`config.mk`:
```
export PLATFORM = sky130hd
export DESIGN_NAME = uart_rx_flat
export DESIGN_NICKNAME = d
export VERILOG_FILES = /design/src/rtl/uart_rx_if.sv /design/src/rtl/uart_rx.sv /design/src/flat_wrapper.sv
export SDC_FILE = /design/constraint.sdc
export NUM_CORES = 1
export LEC_CHECK = 0
export CAP_MARGIN = 10
export CORE_ASPECT_RATIO = 0.7
export CORE_MARGIN = 4
export CORE_UTILIZATION = 35
export DETAILED_ROUTE_END_ITERATION = 10
export HOLD_SLACK_MARGIN = 0.12
export SLEW_MARGIN = 0
export SYNTH_ARGS = -nofsm -noshare
export SYNTH_HDL_FRONTEND = slang
export SYNTH_SLANG_ARGS = --single-unit
```
`constraint.sdc`:
```
create_clock -name clock -period 9.3 [get_ports clock]
set_clock_uncertainty 0.15 [all_clocks]
set_input_delay 1.86 -clock clock [delete_from_list [all_inputs] [get_ports clock]]
set_output_delay 1.86 -clock clock [all_outputs]
set_load 0.005 [all_outputs]
```
`src/rtl/uart_rx_if.sv`:
```
// uart_rx_if: control inputs and receive-side results of the UART receiver,
// grouped so a host/driver (master) and the receiver (slave) connect as one bundle.
interface uart_rx_if;
  logic       uart_en;
  logic [2:0] baud_rx_sel;
  logic       RX;
  logic       rec_valid;
  logic [7:0] rec_data;
  logic       frame_err;
  logic       rx_busy;

  modport master (
    output uart_en, baud_rx_sel, RX,
    input  rec_valid, rec_data, frame_err, rx_busy
  );

  modport slave (
    input  uart_en, baud_rx_sel, RX,
    output rec_valid, rec_data, frame_err, rx_busy
  );
endinterface

```
`src/rtl/uart_rx.sv`:
```
// uart_rx: 8N1 UART receiver, LSB first. The RX line is synchronised by two
// flops and sampled mid-bit using a clock-count timer (no oversampling).
// Bit period is BIT_CYC_BASE << (7 - baud_rx_sel) clocks, captured at the
// start of each frame so a mid-frame change of the selector has no effect.
module uart_rx #(
  parameter int BIT_CYC_BASE = 108,
  parameter int CNT_W        = 14
) (
  input  logic     clock,
  input  logic     resetn,
  uart_rx_if.slave bus
);

  typedef enum logic [2:0] {
    ST_IDLE  = 3'd0,
    ST_START = 3'd1,
    ST_DATA  = 3'd2,
    ST_STOP  = 3'd3,
    ST_BRK   = 3'd4
  } state_t;

  logic [1:0]       sync_r;
  logic             rx_s;
  state_t           state_r;
  logic [CNT_W-1:0] timer_r;
  logic [CNT_W-1:0] bit_cyc_r;
  logic [CNT_W-1:0] bit_cyc_sel_s;
  logic [CNT_W-1:0] target_s;
  logic             sample_s;
  logic [2:0]       bit_idx_r;
  logic [7:0]       shift_r;
  logic [7:0]       rec_data_r;
  logic             rec_valid_r;
  logic             frame_err_r;
  logic             rx_busy_r;

  // Two-flop synchroniser for the asynchronous RX line; resets to idle-high.
  always_ff @(posedge clock or negedge resetn) begin
    if (!resetn) begin
      sync_r <= 2'b11;
    end else begin
      sync_r <= {sync_r[0], bus.RX};
    end
  end

  assign rx_s = sync_r[1];

  // Bit period requested by the current selector; only latched when a frame starts.
  always_comb begin
    bit_cyc_sel_s = CNT_W'(BIT_CYC_BASE) << (3'd7 - bus.baud_rx_sel);
  end

  // Sample point: half a bit into the start bit, a full bit for data/stop.
  always_comb begin
    target_s = bit_cyc_r;
    if (state_r == ST_START) begin
      target_s = bit_cyc_r >> 1;
    end else begin
      target_s = bit_cyc_r;
    end
  end

  assign sample_s = (timer_r == (target_s - CNT_W'(1)));

  // Receive FSM with registered outputs; pulses default low every clock.
  always_ff @(posedge clock or negedge resetn) begin
    if (!resetn) begin
      state_r     <= ST_IDLE;
      timer_r     <= {CNT_W{1'b0}};
      bit_cyc_r   <= CNT_W'(BIT_CYC_BASE);
      bit_idx_r   <= 3'd0;
      shift_r     <= 8'h00;
      rec_data_r  <= 8'h00;
      rec_valid_r <= 1'b0;
      frame_err_r <= 1'b0;
      rx_busy_r   <= 1'b0;
    end else begin
      rec_valid_r <= 1'b0;
      frame_err_r <= 1'b0;
      if (!bus.uart_en) begin
        // Disabling drops any partial frame silently; rec_data is kept.
        state_r   <= ST_IDLE;
        timer_r   <= {CNT_W{1'b0}};
        bit_idx_r <= 3'd0;
        rx_busy_r <= 1'b0;
      end else begin
        case (state_r)
          ST_IDLE: begin
            timer_r   <= {CNT_W{1'b0}};
            bit_idx_r <= 3'd0;
            if (!rx_s) begin
              state_r   <= ST_START;
              bit_cyc_r <= bit_cyc_sel_s;
              rx_busy_r <= 1'b1;
            end
          end
          ST_START: begin
            if (sample_s) begin
              timer_r   <= {CNT_W{1'b0}};
              bit_idx_r <= 3'd0;
              if (rx_s) begin
                // Line went back high before mid start bit: treat as a glitch.
                state_r   <= ST_IDLE;
                rx_busy_r <= 1'b0;
              end else begin
                state_r <= ST_DATA;
              end
            end else begin
              timer_r <= timer_r + CNT_W'(1);
            end
          end
          ST_DATA: begin
            if (sample_s) begin
              timer_r            <= {CNT_W{1'b0}};
              shift_r[bit_idx_r] <= rx_s;
              if (bit_idx_r == 3'd7) begin
                state_r <= ST_STOP;
              end else begin
                bit_idx_r <= bit_idx_r + 3'd1;
              end
            end else begin
              timer_r <= timer_r + CNT_W'(1);
            end
          end
          ST_STOP: begin
            if (sample_s) begin
              timer_r <= {CNT_W{1'b0}};
              if (rx_s) begin
                rec_data_r  <= shift_r;
                rec_valid_r <= 1'b1;
                state_r     <= ST_IDLE;
                rx_busy_r   <= 1'b0;
              end else begin
                frame_err_r <= 1'b1;
                state_r     <= ST_BRK;
              end
            end else begin
              timer_r <= timer_r + CNT_W'(1);
            end
          end
          ST_BRK: begin
            // Stay here while the line is held low (break) so it is not
            // mistaken for a new start bit.
            timer_r <= {CNT_W{1'b0}};
            if (rx_s) begin
              state_r   <= ST_IDLE;
              rx_busy_r <= 1'b0;
            end
          end
          default: begin
            state_r   <= ST_IDLE;
            timer_r   <= {CNT_W{1'b0}};
            bit_idx_r <= 3'd0;
            rx_busy_r <= 1'b0;
          end
        endcase
      end
    end
  end

  assign bus.rec_valid = rec_valid_r;
  assign bus.rec_data  = rec_data_r;
  assign bus.frame_err = frame_err_r;
  assign bus.rx_busy   = rx_busy_r;

endmodule

```
`src/flat_wrapper.sv`:
```
// flat-port wrapper written by rule: the top's interface ports become plain ports
module uart_rx_flat 
#(
  parameter int BIT_CYC_BASE = 108,
  parameter int CNT_W        = 14
)
  (clock, resetn, bus_uart_en, bus_baud_rx_sel, bus_RX, bus_rec_valid, bus_rec_data, bus_frame_err, bus_rx_busy);
  uart_rx_if bus_i ();
  input  logic clock;
  input  logic resetn;
  input wire logic [$bits(bus_i.uart_en)-1:0] bus_uart_en;
  input wire logic [$bits(bus_i.baud_rx_sel)-1:0] bus_baud_rx_sel;
  input wire logic [$bits(bus_i.RX)-1:0] bus_RX;
  output wire logic [$bits(bus_i.rec_valid)-1:0] bus_rec_valid;
  output wire logic [$bits(bus_i.rec_data)-1:0] bus_rec_data;
  output wire logic [$bits(bus_i.frame_err)-1:0] bus_frame_err;
  output wire logic [$bits(bus_i.rx_busy)-1:0] bus_rx_busy;
  assign bus_i.uart_en = bus_uart_en;
  assign bus_i.baud_rx_sel = bus_baud_rx_sel;
  assign bus_i.RX = bus_RX;
  assign bus_rec_valid = bus_i.rec_valid;
  assign bus_rec_data = bus_i.rec_data;
  assign bus_frame_err = bus_i.frame_err;
  assign bus_rx_busy = bus_i.rx_busy;
  uart_rx #(.BIT_CYC_BASE(BIT_CYC_BASE), .CNT_W(CNT_W)) u_core (.clock(clock), .resetn(resetn), .bus(bus_i));
endmodule
```
# After elaboration in Yosys (flattened, before gate mapping)
# Index checks and enable logic that the tools add are counted.
# totals
regBits,55
input_bits,7
out_inout_bits,11
elab_cells,80
# classes
n_addsub,4
n_lt_le_gt_ge,2
n_eq_ne,16
shift,1
mux,35
n_bitwise,1
reduce_logical,11
# op_table
cell,n
two-way mux 14 bit,4
two-way mux 3 bit,12
"inequality test 3 x 2 -> 1 bit, second input constant",6
one-hot mux 3 bit (5 select lines),1
"adder 14 x 1 -> 14 bit, second input constant",1
== test 14 bit,1
"<< shifter 7 x 3 -> 14 bit, first input constant",1
"subtractor 14 x 1 -> 14 bit, second input constant",1
two-way mux 1 bit,13
one-hot mux 3 bit (3 select lines),1
AND reduction 3 bit,3
bitwise mux 8 bit,1
AND reduction 4 bit,2
"== test 3 x 2 -> 1 bit, second input constant",2
"== test 3 bit, second input constant",2
"inequality test 3 bit, second input constant",2
AND reduction 6 bit,1
"less-than comparator 3 x 4 -> 1 bit, second input constant",1
"inequality test 2 bit, second input constant",2
one-hot mux 1 bit (4 select lines),1
OR reduction 2 bit,2
"adder 3 x 1 -> 3 bit, second input constant",1
demux 1 bit (select 3 bit),1
"== test 3 x 1 -> 1 bit, second input constant",1
7 further kinds,7

# Longest topological paths before layout
# Gate-level depths: netlist (run 1).
# depth
word_depth,7
mapped_depth,16
ltp_nobuf,13

# Worst setup path after synthesis (run 1)
# Ideal clock, no wire load.
# synth_path
kind,register -> register
start,register u_core.state_r[2]
end,register u_core.shift_r[2]
setup_time_ns,0.128
arrival_ns,3.953
t_required_ns,9.022
setup_slack_ns,5.069
path_stages_with_launch,15
path_buffers,2
synth_period_minus_slack_ns,4.231
cell_sequence,dfrtp_1 buf_6 or3b_1 clkbuf_1 a21oi_1 ha_1 nor3b_2 o211ai_4 a2111oi_4 xnor2_1 or4_4 a2111oi_4 nand4b_4 nor4_1 mux2_1
# synth_via
elab_chain_len,5
word_cells_on_any_way,6
cone_classes,add/sub (1); eq/ne (3); mux (1); reduce/logical (1)
# synth_rtl
item,line,rtl
from (decl),uart_rx.sv:24,state_t state_r;
from (signal assigned),uart_rx.sv:68,state_r <= ST_IDLE;
from (signal assigned),uart_rx.sv:82,state_r <= ST_IDLE;
from (signal assigned),uart_rx.sv:92,state_r <= ST_START;
== test 3 x 1 -> 1 bit,uart_rx.sv:56,if (state_r == ST_START) begin
two-way mux 14 bit,uart_rx.sv:56,
subtractor 14 x 1 -> 14 bit,uart_rx.sv:63,assign sample_s = (timer_r == (target_s - CNT_W'(1)));
== test 14 bit,uart_rx.sv:63,
AND reduction 3 bit (no line) (*),-,
"to (signal, indexed assignment)",uart_rx.sv:115,shift_r[bit_idx_r] <= rx_s;
to (decl),uart_rx.sv:31,logic [7:0] shift_r;
# Mark *: on every way between the ends. The rest lies on a longest branch, timed or not.
# A chain may end at the register's enable or synchronous reset.

# Final worst setup path (run 1)
# layout_path
start,register u_core.state_r[1]
end,register u_core.shift_r[0]
# The elaborated chain is that of the path after synthesis.

==> reports/qor.txt, run 1 <==
status - finished, final reports clean
RSZ-0062 raised after global routing - false
Inserted Clock Buffers - 5
final hold vios - 0
Final ANT Viol Nets - 0
Synthesized Nets - 336
post-synthesis sequential area ratio - 0.420
Synth Register Bits - 53
synth warn - 0
io pins - 18
library cells used by synthesis - 55
slew margin rel. - 0.543
crit share post-route - 0.520
Final setup viols - 0
most frequent cells after synthesis - dfrtp_1, nand2_1, nor2_1
power per cell area - 160 mW/mm²
Root Buffer - clkbuf_16
worst-margin pin slew - 0.685 ns
Post-synth EDFFs - 0
final net count - 344
Post-Layout Cell Count - 450
f_max - 207 MHz
WP data arrival - 4.87 ns
worst skew pair latency - 0.30 ns
Post-synth ARST share - 1.00
layout cells sized above 1 - 0.0970
post-DP HPWL - 4670 µm
pin count of the biggest net entering global routing - 54
fill count - 859
Hold Path Class - reg -> reg
die area - 0.0107 mm²
post-route cell area - 0.00357 mm²
via count - 2237
CP max-delay cell - a2111oi_4
vias per cell - 4.97
Placed Instances - 442
Crit path largest cell delay - 0.63 ns
Synth top area share - 0.370
clock sinks - 53
setup_tns - 0 ns
Synth area leader - dfrtp_1
WL/cell - 14.5 µm
top-count cell post-synth - dfrtp_1
Cell Area, Synth - 0.00318 mm²
largest cells by area after synthesis - dfrtp_1, mux2_1, dfstp_2
Leak - 1.51 nW
gp weighted congestion - 0.807
Post-CTS Setup Inserts - 0
worst-path cell chain - or3b_1, a21oi_1, ha_1, nor3b_2, o211ai_4, a2111oi_4, xnor2_1, or4_4, a2111oi_4, nand4b_4, nor4_1, mux2_1
initial antenna violation count - 0
Die W - 122 µm
Pins Over Slew Limit - 0
hold buffers post-CTS - 0
CP Max Fanout - 15
starting density of the core - 0.367
DRT Wirelength - 6510 µm
Core ar. - 0.00865 mm²
Clock Path Buffers - 2
GRT Total Usage - 0.130
CP Capture Type - flip-flop
max-cap viol count - 0
row count - 28
Pwr Total - 0.570 mW
antenna cells - 0
CP Launch Type - flip-flop
clock tree from TritonCTS - done
DR iter-0 viols - 166
H-Tree Depth - 2
Crit path required time - 9.34 ns
Final min period - 4.84 ns
PortBufs - 17
Area Overhead vs Synth - 12.4%
Avg Inst Size Synth - 9.90 µm²
Peak supply drop - 92.1 µV
crit path kind - reg -> reg
global-route wire length before repair - 11000 µm
DRC Markers - 0
top_reg_cell synth - dfrtp_1
remaining global-route overflow - 0
Resized cells post-CTS - 0
critical path's most frequent cell - a2111oi_4
vias in the first global route - 2040
DIE HEIGHT - 87.7 µm
Clock transition at path regs - 0.08 ns
hold_ws - 0.209 ns
Area after DPL - 0.00342 mm²
Pre-antenna DRT Iters - 4
Synth Instances - 321
worst paths after layout:
| path | startpoint | end | slack, ns | cells past startpoint |
|---|---|---|---|---|
| max | u_core.state_r[1]$_DFFE_PN0P_ | u_core.shift_r[0]$_DFFE_PN0P_ | 4.46 | 12 |
| min | u_core.sync_r[0]$_DFF_PN1_ | u_core.sync_r[1]$_DFF_PN1_ | 0.21 | 0 |
| max reg2reg | u_core.state_r[1]$_DFFE_PN0P_ | u_core.shift_r[0]$_DFFE_PN0P_ | 4.46 | 12 |
| min reg2reg | u_core.sync_r[0]$_DFF_PN1_ | u_core.sync_r[1]$_DFF_PN1_ | 0.21 | 0 |
| max in group asynchronous | resetn | u_core.bit_cyc_r[7]$_DFFE_PN0P_ | 7.01 | 2 |
| min in group asynchronous | resetn | u_core.timer_r[13]$_DFF_PN0_ | 1.52 | 2 |
kinds of logic (layout without fill, tap and decap cells):
family                     Yosys count  in the layout  synth area share
and+or+nand+nor                    123            123             0.209
buffers and inverters               29             38            0.0414
AOI/OAI and AO/OA                   55             55             0.135
adders and majority gates            8              8            0.0315
muxes                               24             24            0.0835
DFF                                 53             53             0.420
xor gates and xnor gates            29             29            0.0800
metrics by stage:
step | utilization | worst slack, ns
after floorplan | - | 5.07
after global placement | 0.395 | 4.63
after detailed placement | 0.395 | 4.50
after CTS | 0.413 | 4.46
after global routing | 0.413 | 4.21
final | 0.413 | 4.46
routing by layer:
layer	wire length, µm	share of wire	track usage
met3	255	0.039	0.0258
met2	2440	0.38	0.160
met1	3730	0.57	0.219
met4	74	0.011	0.0366
met5	0	0	0
layout make-up:
class / count / area [µm²] / area share
flip-flops and latches: 53 / 1330 / 0.374
inverters: 11 / 41.3 / 0.0116
repair buffers: 19 / 180 / 0.0505
clock inverters: 3 / 28.8 / 0.00806
clock buffers: 5 / 125 / 0.0350
multi-input cells: 239 / 1710 / 0.479
well taps: 120 / 150 / 0.0420
power by group:
group | internal (mW) | switching [mW]
clock network | 0.104 | 0.0966
logic | 0.0492 | 0.0579
registers | 0.242 | 0.0212
worst max-delay path: cells and delay by family, from the launching register on:
| family | cells | cell delay, ns |
|---|---|---|
| flops | 1 | 0.57 |
| xor+xnor | 1 | 0.11 |
| mux | 1 | 0.35 |
| simple gates | 5 | 1.96 |
| compound gates | 4 | 1.34 |
| fa+ha+maj | 1 | 0.22 |
cell usage in the layout, fill, tap and decap left out, drive strengths merged, types with 3 or more instances in the layout:
cell           instances
nand2b                 6
or3                    3
nand3                 12
or2                    3
buf                    3
ha                     8
nor4                   8
nor2                  32
dfstp                  6
xnor2                 16
clkbuf                 5
xor2                  13
inv                   13
clkdlybuf4s50         16
and3                   5
a2111oi                5
nand4                  4
a21oi                  9
dfrtp                 47
mux2                  17
or4                    5
o21ai                 16
nand2                 33
o211ai                 7
o31ai                  3
mux2i                  7
registers in the layout, indices dropped and copies added (netlist names):
signal	flops
u_core.timer_r	14
u_core.bit_cyc_r	12
u_core.bus.rec_data	8
u_core.shift_r	8
u_core.bit_idx_r	3
u_core.state_r	3
u_core.sync_r	2
u_core.bus.frame_err	1
u_core.bus.rec_valid	1
u_core.bus.rx_busy	1
(Power assumes the default switching activity.)
==> inputs of run 2 (changes only) <==
- clock period: 9.3 -> 4.85 ns (I/O delays scaled with it)
==> run 2 against run 1 <==
  * Largest cell class unchanged
  * Critical path type unchanged
  * First-iteration DRC count fell by 1.2%
  * Via count increased by 3.2%
  * Non-clock buffer count up 4
  * Die area unchanged
  * Critical path depth is the same
  * Count of clock-buffer cells in the layout unchanged
  * Highest routed layer unchanged
  * Combinational power rose by 96%
  * Hold slack worse by 0.0014 ns
==> reports/qor.txt, run 2 (same netlist as run 1, synthesis figures left out) <==
Peak supply drop - 159 µV (+73%)
Pins Over Slew Limit - 0 (unchanged)
slew margin rel. - 0.513 (-0.0306)
top flop regs - u_core.timer_r: 14 flops, u_core.bit_cyc_r: 12 flops
power per cell area - 298 mW/mm² (+87%)
pin count of the biggest net entering global routing - 54 (unchanged)
die area - 0.0107 mm² (unchanged)
Psw - 0.319 mW (+82%)
remaining global-route overflow - 0 (unchanged)
startpoint of the worst hold path - u_core.sync_r[0]$_DFF_PN1_
io pins - 18 (unchanged)
Pwr Total - 1.07 mW (+88%)
worst skew pair latency - 0.30 ns (about the same)
Comb pwr share - 0.196 (+0.008)
clock tree from TritonCTS - done
Area Overhead vs Synth - 13.2%
H-Tree Depth - 2 (unchanged)
Clock Path Buffers - 2 (unchanged)
GRT Total Usage - 0.133 (+0.00327)
Final ANT Viol Nets - 0 (unchanged)
status - finished, final reports clean
via count - 2308 (+3.2%)
gp weighted congestion - 0.826 (+2.3%)
max FFs per register - 14 (unchanged)
CP Launch Type - flip-flop
hold-critical path depth - 0 (unchanged)
DIE HEIGHT - 87.7 µm (unchanged)
initial antenna violation count - 0 (unchanged)
DRC Markers - 0 (unchanged)
Resized cells post-CTS - 0 (unchanged)
Inserted Clock Buffers - 5 (unchanged)
register share of total power - 0.469 (+0.008)
post-DP HPWL - 4840 µm (+3.6%)
worst-path cell chain - or3b_1, a21oi_1, ha_1, nor3b_2, o211ai_4, a2111oi_4, xnor2_1, or4_4, a2111oi_4, nand4b_4, nor4_1, mux2_1
DRT Wirelength - 6590 µm (+1.3%)
FF-to-FF path depth - 12 (unchanged)
Crit path required time - 4.87 ns (-4.47 ns)
Final setup viols - 0 (unchanged)
setup_tns - 0 ns (unchanged)
Most flops, register - u_core.timer_r
Crit path largest cell delay - 0.50 ns (-0.13 ns)
fill count - 849 (-1.2%)
CP Max Fanout - 10 (-5)
Final min period - 4.38 ns (-0.457 ns)
crit share post-route - 0.903 (+0.383)
DR iter-0 viols - 164 (-1.2%)
PortBufs - 17 (unchanged)
f_max - 228 MHz (+10%)
CP Capture Type - flip-flop
WL/cell - 14.5 µm (+0.41%)
commonest cells after routing, fill and taps aside - dfrtp_1, nand2_1, nor2_1
Core ar. - 0.00865 mm² (unchanged)
Critical R2R Launch - u_core.state_r[2]$_DFFE_PN0P_
clock sinks - 53 (unchanged)
internal power - 0.752 mW (+91%)
layout cells sized above 1 - 0.108 (+0.0108)
row count - 28 (unchanged)
final net count - 348 (+1.2%)
Setup crit start - u_core.state_r[2]$_DFFE_PN0P_
vias per cell - 5.08 (+2.3%)
hold buffers post-CTS - 0 (unchanged)
Post-CTS Setup Inserts - 0 (unchanged)
Die W - 122 µm (unchanged)
r2r setup slk - 0.47 ns (-3.99 ns)
Root Buffer - clkbuf_16
vias in the first global route - 2095 (+2.7%)
Clk pwr share - 0.335 (-0.016)
Pre-antenna DRT Iters - 4 (unchanged)
Hold Path Class - reg -> reg
Placed Instances - 446 (+0.90%)
Finished Core Util - 0.415 (+0.00275)
Leak - 1.53 nW (+1.2%)
end of the critical path - u_core.shift_r[0]$_DFFE_PN0P_
starting density of the core - 0.367 (unchanged)
Post-Layout Cell Count - 454 (+0.89%)
CP max-delay cell - dfrtp_1
Critical R2R Capture - u_core.shift_r[0]$_DFFE_PN0P_
Clock transition at path regs - 0.07 ns (about the same)
worst-margin pin slew - 0.712 ns (+0.0274 ns)
crit path kind - reg -> reg
RSZ-0062 raised after global routing - false
critical path's most frequent cell - a2111oi_4
WP data arrival - 4.40 ns (-0.47 ns)
max-cap viol count - 0 (unchanged)
Sw Ratio - 0.298 (-0.0101)
global-route wire length before repair - 11300 µm (+2.8%)
antenna cells - 0 (unchanged)
final hold vios - 0 (unchanged)
commonest non-fill, non-tap cell in the layout - dfrtp_1
==> run 2: cell count changes in the layout (fill, tap and decap cells not counted) <==
| cell | previous run | this run |
|---|---|---|
| inv_8 | 1 | 0 |
| buf_4 | 2 | 6 |
| clkinv_4 | 1 | 2 |
| clkinv_2 | 0 | 1 |
| inv_6 | 1 | 0 |
==> run 2: worst min-delay path by stage <==
stage | end
detailed placement | u_core.sync_r[1]$_DFF_PN1_
global route | u_core.sync_r[1]$_DFF_PN1_
CTS | u_core.sync_r[1]$_DFF_PN1_
finish | u_core.sync_r[1]$_DFF_PN1_
global placement | u_core.sync_r[1]$_DFF_PN1_
floorplan | u_core.sync_r[1]$_DFF_PN1_
==> run 2: layout make-up <==
class / instances / area, µm² / area share
timing repair buffer: 23 / 210 / 0.0585
multi-input combinational: 239 / 1710 / 0.476
clock inverter: 3 / 22.5 / 0.00627
clock buffer: 5 / 125 / 0.0348
sequential: 53 / 1330 / 0.371
inverter: 11 / 41.3 / 0.0115
tap: 120 / 150 / 0.0418
==> run 2: power by group through the flow <==
| stage | logic, mW | clock network, mW | registers, mW |
|---|---|---|---|
| floorplan | 0.181 | 0 | 0.488 |
| global placement | 0.207 | 0 | 0.512 |
| detailed placement | 0.210 | 0 | 0.512 |
| global route | 0.235 | 0.385 | 0.509 |
| CTS | 0.211 | 0.367 | 0.503 |
| finish | 0.210 | 0.359 | 0.503 |
==> run 2: critical path, delay by kind of cell, from the launching register on <==
| family | cells | cell delay (ns) |
|---|---|---|
| fa+ha+maj | 1 | 0.22 |
| compound gates | 4 | 1.10 |
| flops | 1 | 0.50 |
| simple gates | 5 | 1.84 |
| mux | 1 | 0.36 |
| xor+xnor | 1 | 0.10 |
==> run 2: stage by stage <==
step                      cell area (µm²)  setup WS [ns]  hold slack [ns]
after global routing                 3590          0.211            0.214
after floorplan                      3180          0.619            0.195
after global placement               3450          0.688            0.196
final                                3590          0.472            0.208
after CTS                            3590          0.492            0.211
after detailed placement             3450          0.527            0.201
==> run 2: layer usage <==
layer  global-route usage  part of all wire  vias up
met5                    0                 0        -
met1                0.218              0.57     1110
met3               0.0303             0.034        5
met4               0.0275            0.0073        0
li1                     -                 -     1159
met2                0.173              0.38       34
